==> config.mk <==
export PLATFORM = sky130hd
export DESIGN_NAME = header_loader
export DESIGN_NICKNAME = d
export VERILOG_FILES = /design/src/rtl/header_loader.sv
export SDC_FILE = /design/constraint.sdc
export NUM_CORES = 2
export LEC_CHECK = 0
export BUFFER_PORTS_ARGS = -buffer_cell sky130_fd_sc_hd__buf_2
export CAP_MARGIN = 10
export CELL_PAD_IN_SITES_DETAIL_PLACEMENT = 0
export CELL_PAD_IN_SITES_GLOBAL_PLACEMENT = 2
export CORE_MARGIN = 2
export CORE_UTILIZATION = 45
export DETAILED_ROUTE_END_ITERATION = 16
export GPL_TIMING_DRIVEN = 0
export PLACE_DENSITY_LB_ADDON = 0.1
export SKIP_CTS_REPAIR_TIMING = 1
export SYNTH_ARGS = -nofsm -noshare
export SYNTH_HDL_FRONTEND = slang
export SYNTH_SLANG_ARGS = --single-unit
==> constraint.sdc <==
create_clock -name i_clock -period 98.6 [get_ports i_clock]
set_clock_uncertainty 0.1 [all_clocks]
set_input_delay 4.93 -clock i_clock [delete_from_list [all_inputs] [get_ports i_clock]]
set_output_delay 4.93 -clock i_clock [all_outputs]
set_load 0.03 [all_outputs]
==> src/rtl/header_loader.sv <==
// -----------------------------------------------------------------------------
// header_loader
//   Frames the UART receive byte stream into a HEADER_BYTES-byte block header
//   and presents it to the hashing core with a valid/ack handshake. If the gap
//   between bytes inside a frame grows too long, the partial frame is dropped.
//   This keeps framing aligned after a lost or stray byte.
//
//   Optional feature macro: HEADER_LOADER_CHECKSUM_EN
//     When the macro is defined, each frame carries one extra trailing byte.
//     That byte is the XOR of all header bytes. A frame whose checksum does
//     not match is dropped, and o_cksum_err pulses for one cycle. When the
//     macro is undefined, o_cksum_err is tied low.
//
// Ports
//   i_clock         system clock, all logic on posedge
//   i_reset         asynchronous, active-high reset
//   i_rx_byte       received byte, valid while i_rx_valid=1
//   i_rx_valid      one-cycle strobe per received byte
//   i_header_ack    consumer accepted o_header_data (sampled only in HOLD)
//   o_header_data   assembled header, byte 0 in the top byte lane
//   o_header_valid  high while a header is held for the consumer
//   o_byte_count    bytes accepted into the current frame
//   o_overrun       sticky flag: a byte arrived while a header was held
//   o_cksum_err     one-cycle pulse on checksum mismatch
// -----------------------------------------------------------------------------
module header_loader #(
  parameter int HEADER_BYTES   = 80,
  parameter int TIMEOUT_CYCLES = 5000000,
  parameter int CNT_W          = 7
) (
  input  logic                      i_clock,
  input  logic                      i_reset,
  input  logic [7:0]                i_rx_byte,
  input  logic                      i_rx_valid,
  input  logic                      i_header_ack,
  output logic [8*HEADER_BYTES-1:0] o_header_data,
  output logic                      o_header_valid,
  output logic [CNT_W-1:0]          o_byte_count,
  output logic                      o_overrun,
  output logic                      o_cksum_err
);

  localparam int HDR_W = 8 * HEADER_BYTES;
  localparam int TO_W  = (TIMEOUT_CYCLES > 1) ? $clog2(TIMEOUT_CYCLES) : 1;
  localparam logic [TO_W-1:0]  TO_LAST  = TO_W'(TIMEOUT_CYCLES - 1);
  localparam logic [CNT_W-1:0] CNT_LAST = CNT_W'(HEADER_BYTES - 1);

  typedef enum logic [1:0] {
    S_IDLE  = 2'd0,
    S_RECV  = 2'd1,
    S_HOLD  = 2'd2,
    S_CHECK = 2'd3
  } state_t;

  state_t             r_state, w_state_nx;
  logic [HDR_W-1:0]   r_asm,    w_asm_nx;
  logic [HDR_W-1:0]   r_header, w_header_nx;
  logic               r_valid,  w_valid_nx;
  logic [CNT_W-1:0]   r_cnt,    w_cnt_nx;
  logic [TO_W-1:0]    r_to,     w_to_nx;
  logic               r_overrun, w_overrun_nx;
  logic [HDR_W-1:0]   w_asm_shift;
  logic               w_to_expired;
`ifdef HEADER_LOADER_CHECKSUM_EN
  logic [7:0]         r_xor,    w_xor_nx;
  logic               r_cksum,  w_cksum_nx;
`endif

  // The new byte always enters the low lane, so byte 0 ends up in the top lane.
  assign w_asm_shift  = {r_asm[HDR_W-9:0], i_rx_byte};
  // This is the last idle clock that is allowed before the partial frame is dropped.
  assign w_to_expired = (r_to == TO_LAST);

  // State register.
  always_ff @(posedge i_clock or posedge i_reset) begin
    if (i_reset) begin
      r_state <= S_IDLE;
    end else begin
      r_state <= w_state_nx;
    end
  end

  // Next-state and datapath update logic.
  always_comb begin
    w_state_nx   = r_state;
    w_asm_nx     = r_asm;
    w_header_nx  = r_header;
    w_valid_nx   = r_valid;
    w_cnt_nx     = r_cnt;
    w_to_nx      = r_to;
    w_overrun_nx = r_overrun;
`ifdef HEADER_LOADER_CHECKSUM_EN
    w_xor_nx     = r_xor;
    w_cksum_nx   = 1'b0;
`endif
    case (r_state)
      S_IDLE: begin
        if (i_rx_valid) begin
          w_asm_nx   = w_asm_shift;
          w_cnt_nx   = CNT_W'(1);
          w_to_nx    = {TO_W{1'b0}};
          w_state_nx = S_RECV;
`ifdef HEADER_LOADER_CHECKSUM_EN
          w_xor_nx   = i_rx_byte;
`endif
        end else begin
          w_to_nx = {TO_W{1'b0}};
        end
      end
      S_RECV: begin
        if (i_rx_valid) begin
          w_asm_nx = w_asm_shift;
          w_to_nx  = {TO_W{1'b0}};
`ifdef HEADER_LOADER_CHECKSUM_EN
          w_xor_nx = r_xor ^ i_rx_byte;
`endif
          if (r_cnt == CNT_LAST) begin
`ifdef HEADER_LOADER_CHECKSUM_EN
            // The header is complete, but it is held back until the checksum byte arrives.
            w_cnt_nx   = CNT_W'(HEADER_BYTES);
            w_state_nx = S_CHECK;
`else
            w_header_nx = w_asm_shift;
            w_valid_nx  = 1'b1;
            w_cnt_nx    = {CNT_W{1'b0}};
            w_state_nx  = S_HOLD;
`endif
          end else begin
            w_cnt_nx = r_cnt + CNT_W'(1);
          end
        end else if (w_to_expired) begin
          w_cnt_nx   = {CNT_W{1'b0}};
          w_to_nx    = {TO_W{1'b0}};
          w_state_nx = S_IDLE;
        end else begin
          w_to_nx = r_to + TO_W'(1);
        end
      end
`ifdef HEADER_LOADER_CHECKSUM_EN
      S_CHECK: begin
        if (i_rx_valid) begin
          w_cnt_nx = {CNT_W{1'b0}};
          w_to_nx  = {TO_W{1'b0}};
          if (i_rx_byte == r_xor) begin
            w_header_nx = r_asm;
            w_valid_nx  = 1'b1;
            w_state_nx  = S_HOLD;
          end else begin
            w_cksum_nx = 1'b1;
            w_state_nx = S_IDLE;
          end
        end else if (w_to_expired) begin
          w_cnt_nx   = {CNT_W{1'b0}};
          w_to_nx    = {TO_W{1'b0}};
          w_state_nx = S_IDLE;
        end else begin
          w_to_nx = r_to + TO_W'(1);
        end
      end
`endif
      S_HOLD: begin
        // A byte that arrives while a header is held is dropped and flagged. This
        // still applies in the same cycle as the ack.
        if (i_rx_valid) begin
          w_overrun_nx = 1'b1;
        end else begin
          w_overrun_nx = r_overrun;
        end
        if (i_header_ack) begin
          w_valid_nx = 1'b0;
          w_state_nx = S_IDLE;
        end else begin
          w_valid_nx = 1'b1;
        end
      end
      default: begin
        w_state_nx = S_IDLE;
        w_valid_nx = 1'b0;
        w_cnt_nx   = {CNT_W{1'b0}};
        w_to_nx    = {TO_W{1'b0}};
      end
    endcase
  end

  // Datapath and output registers.
  always_ff @(posedge i_clock or posedge i_reset) begin
    if (i_reset) begin
      r_asm     <= {HDR_W{1'b0}};
      r_header  <= {HDR_W{1'b0}};
      r_valid   <= 1'b0;
      r_cnt     <= {CNT_W{1'b0}};
      r_to      <= {TO_W{1'b0}};
      r_overrun <= 1'b0;
`ifdef HEADER_LOADER_CHECKSUM_EN
      r_xor     <= 8'h00;
      r_cksum   <= 1'b0;
`endif
    end else begin
      r_asm     <= w_asm_nx;
      r_header  <= w_header_nx;
      r_valid   <= w_valid_nx;
      r_cnt     <= w_cnt_nx;
      r_to      <= w_to_nx;
      r_overrun <= w_overrun_nx;
`ifdef HEADER_LOADER_CHECKSUM_EN
      r_xor     <= w_xor_nx;
      r_cksum   <= w_cksum_nx;
`endif
    end
  end

  assign o_header_data  = r_header;
  assign o_header_valid = r_valid;
  assign o_byte_count   = r_cnt;
  assign o_overrun      = r_overrun;
`ifdef HEADER_LOADER_CHECKSUM_EN
  assign o_cksum_err    = r_cksum;
`else
  assign o_cksum_err    = 1'b0;
`endif

endmodule

==> out/results.ini <==
[placement]
preCtsSetupSlack_ps=90720
dpl_cell_area_um2=54200
placedCellCount=4969
io_buffer_count=660
gp_congestion=0.826
dp_hpwl_mm=87.7

[synthesis]
synthFlopType=dfrtp_1
yosysTopAreaCell=dfrtp_1
syn-num-nets=2911
yosys_warnings=0
ys_types=57
synth_seq_area_share_pct=66.9
synth_top_area_share_pct=66.9
async_flop_share_pct=100
synth_edf_count=0
syn-cell-area_um2=48800
yosys-top-cells-area=dfrtp_1 67%, mux2_2 16%, mux2_1 14%
synthCells=2894
syn-mean-instance-area_um2=16.9
synth-seq-cells=1306

[floorplanning]
die_x_um=333
die_h_um=333
die-area_um2=111000
floorplan.initialDensity_pct=45.5
rows=120
core_area_um2=107000
io_pins=662

[layout]
drive_above_1_share_pct=44.2
fin_area_um2=59100
multi_input_area_um2=15400
instances_no_fill=5219
areaGrowthSynthToFinish_pct=21.0
final_nets=3726
final_core_util_pct=55.0
layout_common_cells=1,306 x dfrtp_1, 769 x buf_2, 673 x mux2_2
num_antenna_cells=0
n_fill_cell=8723
final_common_cell=dfrtp_1
seq_area_um2=32700

[sta]
hold_violations=0
worst_slack_ps=91540
fin_crit_sh_pct=7.16
final.setup.tns_ps=0
drv_slew=0
fmax_ghz=0.142
rsz0062_at_grt=no
worst_slew_pin_slew_ps=1020
period_needed_ps=7060
hold_ws_ps=381
slew_headroom_pct=31.8
setup_viol=0

[grt]
met1_usage_pct=27.7
grt_use_met3_pct=7.00
grt_pass1_wl_mm=185
grt_pass1_vias=29418
antenna_found_initial=0
top_usage_layer=met2
grt_overflow=0
track_usage_pct=21.7
met2_usage_pct=34.8
grt_max_degree=135

[detailed_routing]
vias_per_cell=5.15
drt_iter0_markers=1106
drtAntennaViolNets=0
drc=0
vias=26894
wl_mm=119
drt_first_pass_iters=4
post_drt_wl_per_cell_um=22.8

[critical_path]
cp.required_ps=99100
endpoint_kind=flip-flop
critPathKind=input pin to flip-flop
cp-start-kind=input pin
worst-path-max-fanout=10
arrival_ps=7560

[power_and_ir_drop]
vdd_drop_max_v=0.0000145
power.total_mw=1.28
p_per_area_nw_per_um2=21.7
p_leak_nw=32.6

[clocking]
tritoncts=built
clkTransAtPathRegs_ps=60
clk_root_buffer_cell=clkbuf_16
clk_path_buf_depth=3
cts.htree.levels=4
cts_sinks=1306
cts_buffers=141
clk-insertion-delay-late_ps=730

[hold_path]
holdCritPathClass=flip-flop to flip-flop

[outcome]
status=finished, final reports clean

[run]
cap_viol_max_count=0

==> Yosys cell counts (all sizes together), types with 2 or more instances <==
library cell     n
dfrtp         1306
nor2            18
nor3             3
o2bb2ai          2
a21oi            5
and4             3
nand2b           6
a31oi            2
o21ai            8
nand4            6
ha               5
nor3b            2
clkbuf          37
xnor2            3
and3             6
o21bai           2
xor2            12
nand2           16
nor4b            3
nor4             4
inv              3
or4              4
a22o             2
nor2b            5
a21o             5
or2              3
or3              2
nand3           12
nand3b           2
buf            116
a41oi            3
and2             3
a221o            2
mux2          1273
==> state kept, by name, summed over array words and instances, names as in the netlist <==
name and flops:
o_header_data 640, r_asm 632, r_to 23, o_byte_count 7, r_state 2, o_header_valid 1, o_overrun 1
==> final timing paths <==
path,depth (start not counted),end,startpoint,slack (ps)
max,8,o_header_data[639]$_DFFE_PP0P_,i_rx_valid,91540
min,1,o_header_data[592]$_DFFE_PP0P_,o_header_data[592]$_DFFE_PP0P_,380
max reg2reg,8,r_asm[20]$_DFFE_PP0P_,r_state[1]$_DFFE_PP0P_,94720
min reg2reg,1,o_header_data[592]$_DFFE_PP0P_,o_header_data[592]$_DFFE_PP0P_,380
max in group asynchronous,5,r_asm[378]$_DFFE_PP0P_,i_reset,92300
min in group asynchronous,2,o_header_data[199]$_DFFE_PP0P_,i_reset,4180
==> cell type report <==
cell class              instances  area share, %
clock buffers                 223           7.49
well taps                    1403           2.97
plain buffers                 153           1.22
multi-input cells            1432           26.1
inverters                       3         0.0318
flip-flops and latches       1306           55.3
clock inverters                27          0.752
repair buffers                672           6.15
==> power breakdown <==
part           leakage, nW  switching (mW)  internal (mW)
combinational         12.2          0.0604         0.0657
clock                 2.40           0.211          0.336
sequential            17.9          0.0330          0.578
==> cells by family (layout without fill, tap and decap cells) <==
group	after synthesis	in the layout	share of synthesized area, %
xor gates and xnor gates	15	15	0.269
muxes	1274	1274	29.4
DFF	1306	1306	66.9
adders and majority gates	5	5	0.128
and+or+nand+nor	101	101	1.22
AOI/OAI and AO/OA	36	36	0.551
buffers and inverters	156	1078	1.50
other	1	1	0.00768
==> worst max-delay path, stage by stage <==
cell and delay [ps]:
buf_2 110, clkbuf_1 230, nand3_1 140, clkbuf_1 460, buf_16 210, clkbuf_1 640
buf_2 440, mux2_1 360
==> routing by layer <==
metal  wire, um  share of wire (%)
met1      49600                 42
met2      56700                 48
met3       8450                7.1
met4       3960                3.3
met5          0                  0
Note: power is estimated with default switching activity, not from simulation.
